**config.mk**
```make
export PLATFORM = sky130hd
export DESIGN_NAME = cpu_sequencer
export DESIGN_NICKNAME = d
export VERILOG_FILES = /design/src/rtl/cpu_sequencer.sv
export SDC_FILE = /design/constraint.sdc
export NUM_CORES = 1
export LEC_CHECK = 0
export CORE_MARGIN = 5
export CORE_UTILIZATION = 49
export DETAILED_ROUTE_END_ITERATION = 16
export PLACE_DENSITY = 0.88
export SLEW_MARGIN = 20
export SYNTH_ARGS = -nofsm -noshare
export SYNTH_HDL_FRONTEND = slang
export SYNTH_SLANG_ARGS = --single-unit
```
**constraint.sdc**
```tcl
create_clock -name clk -period 4.5 [get_ports clk]
set_input_delay 0.675 -clock clk [delete_from_list [all_inputs] [get_ports clk]]
set_output_delay 0.675 -clock clk [all_outputs]
set_load 0.02 [all_outputs]
```
**src/rtl/cpu_sequencer.sv**
```systemverilog
// Multi-cycle CPU control sequencer: FETCH/DECODE/EXEC/MEM/WB with
// memory wait timeout, retired-instruction counting and a sticky error state.
module cpu_sequencer (
  input  logic        clk,
  input  logic        rst_n,
  input  logic        start,
  input  logic [31:0] instr_rdata,
  input  logic        imem_ack,
  input  logic        load,
  input  logic        store,
  input  logic        branch,
  input  logic        jal,
  input  logic        jalr,
  input  logic        reg_write,
  input  logic        branch_taken,
  input  logic        dmem_ack,
  output logic        imem_req,
  output logic        dmem_req,
  output logic        dmem_we,
  output logic [31:0] ir,
  output logic        pc_we,
  output logic [1:0]  pc_sel,
  output logic        rf_we,
  output logic [2:0]  state,
  output logic [31:0] instret,
  output logic        err
);

  typedef enum logic [2:0] {
    S_IDLE   = 3'd0,
    S_FETCH  = 3'd1,
    S_DECODE = 3'd2,
    S_EXEC   = 3'd3,
    S_MEM    = 3'd4,
    S_WB     = 3'd5,
    S_ERR    = 3'd6
  } state_t;

  state_t      r_state;
  logic [3:0]  r_wait;
  logic [31:0] r_ir;
  logic [31:0] r_instret;
  logic        r_imem_req;
  logic        r_dmem_req;
  logic        r_dmem_we;
  logic        r_pc_we;
  logic [1:0]  r_pc_sel;
  logic        r_rf_we;
  logic        r_err;

  logic [1:0]  w_pc_sel;
  logic        w_wb_rf_we;

  always_comb begin
    w_pc_sel = 2'b00;
    if (jal)                        w_pc_sel = 2'b01;
    else if (jalr)                  w_pc_sel = 2'b10;
    else if (branch & branch_taken) w_pc_sel = 2'b01;
    w_wb_rf_we = reg_write | load;
  end

  // Outputs are registered for the state being entered, so WB strobes are
  // loaded on the edge into WB and cleared by default on every other edge.
  always_ff @(posedge clk) begin
    if (!rst_n) begin
      r_state    <= S_IDLE;
      r_wait     <= '0;
      r_ir       <= '0;
      r_instret  <= '0;
      r_imem_req <= 1'b0;
      r_dmem_req <= 1'b0;
      r_dmem_we  <= 1'b0;
      r_pc_we    <= 1'b0;
      r_pc_sel   <= 2'b00;
      r_rf_we    <= 1'b0;
      r_err      <= 1'b0;
    end else begin
      r_pc_we  <= 1'b0;
      r_pc_sel <= 2'b00;
      r_rf_we  <= 1'b0;
      case (r_state)
        S_IDLE: begin
          if (start) begin
            r_state    <= S_FETCH;
            r_wait     <= '0;
            r_imem_req <= 1'b1;
          end
        end
        S_FETCH: begin
          if (imem_ack) begin
            r_ir       <= instr_rdata;
            r_state    <= S_DECODE;
            r_imem_req <= 1'b0;
          end else if (r_wait == 4'd15) begin
            r_state    <= S_ERR;
            r_imem_req <= 1'b0;
            r_err      <= 1'b1;
          end else begin
            r_wait <= r_wait + 4'd1;
          end
        end
        S_DECODE: r_state <= S_EXEC;
        S_EXEC: begin
          if (load | store) begin
            r_state    <= S_MEM;
            r_wait     <= '0;
            r_dmem_req <= 1'b1;
            r_dmem_we  <= store;
          end else begin
            r_state  <= S_WB;
            r_pc_we  <= 1'b1;
            r_pc_sel <= w_pc_sel;
            r_rf_we  <= w_wb_rf_we;
          end
        end
        S_MEM: begin
          if (dmem_ack) begin
            r_state    <= S_WB;
            r_dmem_req <= 1'b0;
            r_dmem_we  <= 1'b0;
            r_pc_we    <= 1'b1;
            r_pc_sel   <= w_pc_sel;
            r_rf_we    <= w_wb_rf_we;
          end else if (r_wait == 4'd15) begin
            r_state    <= S_ERR;
            r_dmem_req <= 1'b0;
            r_dmem_we  <= 1'b0;
            r_err      <= 1'b1;
          end else begin
            r_wait <= r_wait + 4'd1;
          end
        end
        S_WB: begin
          r_instret  <= r_instret + 32'd1;
          r_state    <= S_FETCH;
          r_wait     <= '0;
          r_imem_req <= 1'b1;
        end
        S_ERR:   r_state <= S_ERR;
        default: r_state <= S_IDLE;
      endcase
    end
  end

  assign state    = r_state;
  assign ir       = r_ir;
  assign instret  = r_instret;
  assign imem_req = r_imem_req;
  assign dmem_req = r_dmem_req;
  assign dmem_we  = r_dmem_we;
  assign pc_we    = r_pc_we;
  assign pc_sel   = r_pc_sel;
  assign rf_we    = r_rf_we;
  assign err      = r_err;

endmodule
```
==> impl_metrics.yaml <==
outcome:
  status: "finished, final reports clean"
logic_synthesis:
  ys_seq_area_frac: 0.450
  synth_edf_count: 0
  synth_warnings: 0
  syn-num-nets: 465
  synth_top_area_cell: "dfxtp_1"
  yosys-top-cells-count: "nand2_1, dfxtp_1, a21oi_1, nor2_1, clkbuf_1"
  synth_cell_types: 53
  ys_ff_latch: 79
  synth_area_per_cell_um2: 8.39
  yosys.area.top_type_share: 0.450
  synth_ff_type: "dfxtp_1"
  async_flop_share: 0
  synth_area_mm2: 0.00352
  synth_area_leaders: "dfxtp_1, nand2_1, a21oi_1, nor2_1, mux2i_1"
  yosys.cell_count.top_type: "nand2_1"
  postSynthCellCount: 419
worst_setup_path:
  path_class: "reg -> out"
  r2r-end: "instret[22]"
  cp_num_buf_inv: 1
  r2r_setup_slack_ns: 2.18
  startpoint_type: "flip-flop"
  cp-endpoint: "state[1]"
  path_max_fanout: 22
  cp-end-kind: "output port"
  required_ns: 3.83
  crit_chain: "clkdlybuf4s50_1"
  worst-r2r-cell-count: 4
  reg2reg_from: "state[0]"
  worst-path-stages: 1
  cp_data_arrival_time_ns: 1.81
  startpoint: "state[1]"
  timing.critical_path.slowest_stage_cell: "dfxtp_1"
  max_stage_delay_ns: 0.75
  crit_family: "flip-flops"
floorplanning:
  die_y_um: 94.7
  die_w_um: 94.7
  start_util: 0.509
  rows: 30
  dieArea_mm2: 0.00897
  io_pins: 119
  core_region_area_mm2: 0.00691
clocking:
  clk_latency_ns: 0.34
  cts_setup_buffers: 0
  cts_resized: 0
  ctsLongestPathBuffers: 2
  cts_root_buf: "clkbuf_8"
  path_clk_slew_ns: 0.08
  hold_buffers: 0
  cts_inserted_buffers: 9
  htreeDepth: 3
  cts_tree: "yes"
  clock_sinks: 79
sta:
  fin_crit_sh: 0.552
  final.setup.tns_ns: 0
  clock.fmax_mhz: 402
  hold_viol: 0
  rsz0062_at_grt: "no"
  slew_headroom: 0.320
  clock_skew_ns: 0.0112
  worst_pin_slew_ns: 1.02
  drv_slew: 0
  setup_violations: 0
  period_needed_ns: 2.48
place:
  gp_congestion: 0.828
  portBuffers: 118
  hpwl_um: 6480
  placed_cell_area_mm2: 0.00471
route:
  vias: 3380
  routed_wl_um: 9060
  dr.pass1.iters: 4
  routed_via_density: 5.43
  drcViolationCount: 0
  initialDrtViolationCount: 144
  antenna_left: 0
  post_drt_wl_per_cell_um: 14.5
worst_hold_path:
  hold_path.class: "reg -> reg"
layout:
  drive_above_1_share: 0.0531
  diodes: 0
  final_nets: 568
  final_core_util: 0.709
  design_area_mm2: 0.00489
  n_fill_cell: 571
  multi_input_area_mm2: 0.00177
  seqCellArea_mm2: 0.00158
  area_growth_pct: 39.1
grt:
  grt_pass1_vias: 3202
  grt_max_degree: 60
  antenna_found_initial: 0
  grt_pass1_wl_um: 14600
  track_usage: 0.200
  grt-ovfl-total: 0
pwr:
  total_leakage_power_nw: 1.65
  p_per_area_mw_per_mm2: 282
  ir_worst_vdd_v: 0.000264
job:
  cap_violations: 0
power breakdown:
| part | total (mW) | switching [mW] | internal [mW] |
|---|---|---|---|
| logic | 0.167 | 0.0818 | 0.0849 |
| registers | 0.731 | 0.0155 | 0.715 |
| clock network | 0.481 | 0.253 | 0.229 |
worst min-delay path by stage:
stage	cells after the start	slack (ns)	start	to
after detailed placement	2	0.45	ir[26]	ir[26]
after global routing	2	0.48	ir[4]	ir[4]
after global placement	2	0.44	ir[20]	ir[20]
after CTS	2	0.46	ir[26]	ir[26]
after floorplan	2	0.46	r_wait[1]	r_wait[1]
final	2	0.46	ir[16]	ir[16]
layer usage:
layer	share of wire	GRT usage
met1	0.41	0.233
met2	0.52	0.359
met3	0.052	0.0390
met4	0.014	0.0769
met5	0	0
final cells by class:
class | count | area share
Inverter | 8 | 0.00614
Tap cell | 96 | 0.0245
Multi-Input combinational cell | 303 | 0.363
Clock inverter | 5 | 0.00665
Sequential cell | 79 | 0.323
Timing Repair Buffer | 121 | 0.246
Clock buffer | 11 | 0.0309
per-stage QoR:
| stage | hold slack [ns] | setup WS [ns] | instances | power, mW |
|---|---|---|---|---|
| final | 0.459 | 2.02 | 623 | 1.38 |
| after floorplan | 0.455 | 2.62 | 419 | 0.831 |
| after global placement | 0.440 | 1.98 | 607 | 0.909 |
| after CTS | 0.461 | 2.01 | 623 | 1.39 |
| after detailed placement | 0.450 | 1.93 | 607 | 0.914 |
| after global routing | 0.478 | 1.90 | 623 | 1.45 |
cell usage in the layout (no fill, tap or decap), types with 3 or more instances in the layout:
cell             instances
clkinvlp_4               3
nor2_1                  22
xor2_1                   5
a31oi_1                  3
inv_1                    7
or4_1                    9
nand2b_1                 7
xnor2_1                  5
nand4_1                  8
clkbuf_8                11
nor3_1                   5
o21a_1                   8
and4_1                   6
mux2i_1                  7
and2_1                   5
clkdlybuf4s50_1        118
or3_1                    6
and3_1                   3
nor4_2                   4
nand3_1                 12
o21ai_0                  8
o31a_1                   3
nand2_1                 84
a21oi_1                 49
dfxtp_1                 79
o31ai_1                  8
nor4_1                   5
buf_4                    3
flip-flops by register name, indices dropped and copies added, names as in the netlist:
signal and flops:
pc_sel 2, imem_req 1, dmem_we 1, instret 32, rf_we 1, state 3, dmem_req 1, err 1
pc_we 1, ir 32, r_wait 4
cell families after synthesis:
kind of cell	count (synthesis)	share of synthesized area
mux	7	0.0199
flops	79	0.450
xor+xnor	10	0.0249
fa+ha+maj	2	0.00711
compound gates	94	0.166
buf+inv	37	0.0473
simple gates	190	0.285
Power figures use the tool's default switching activity.
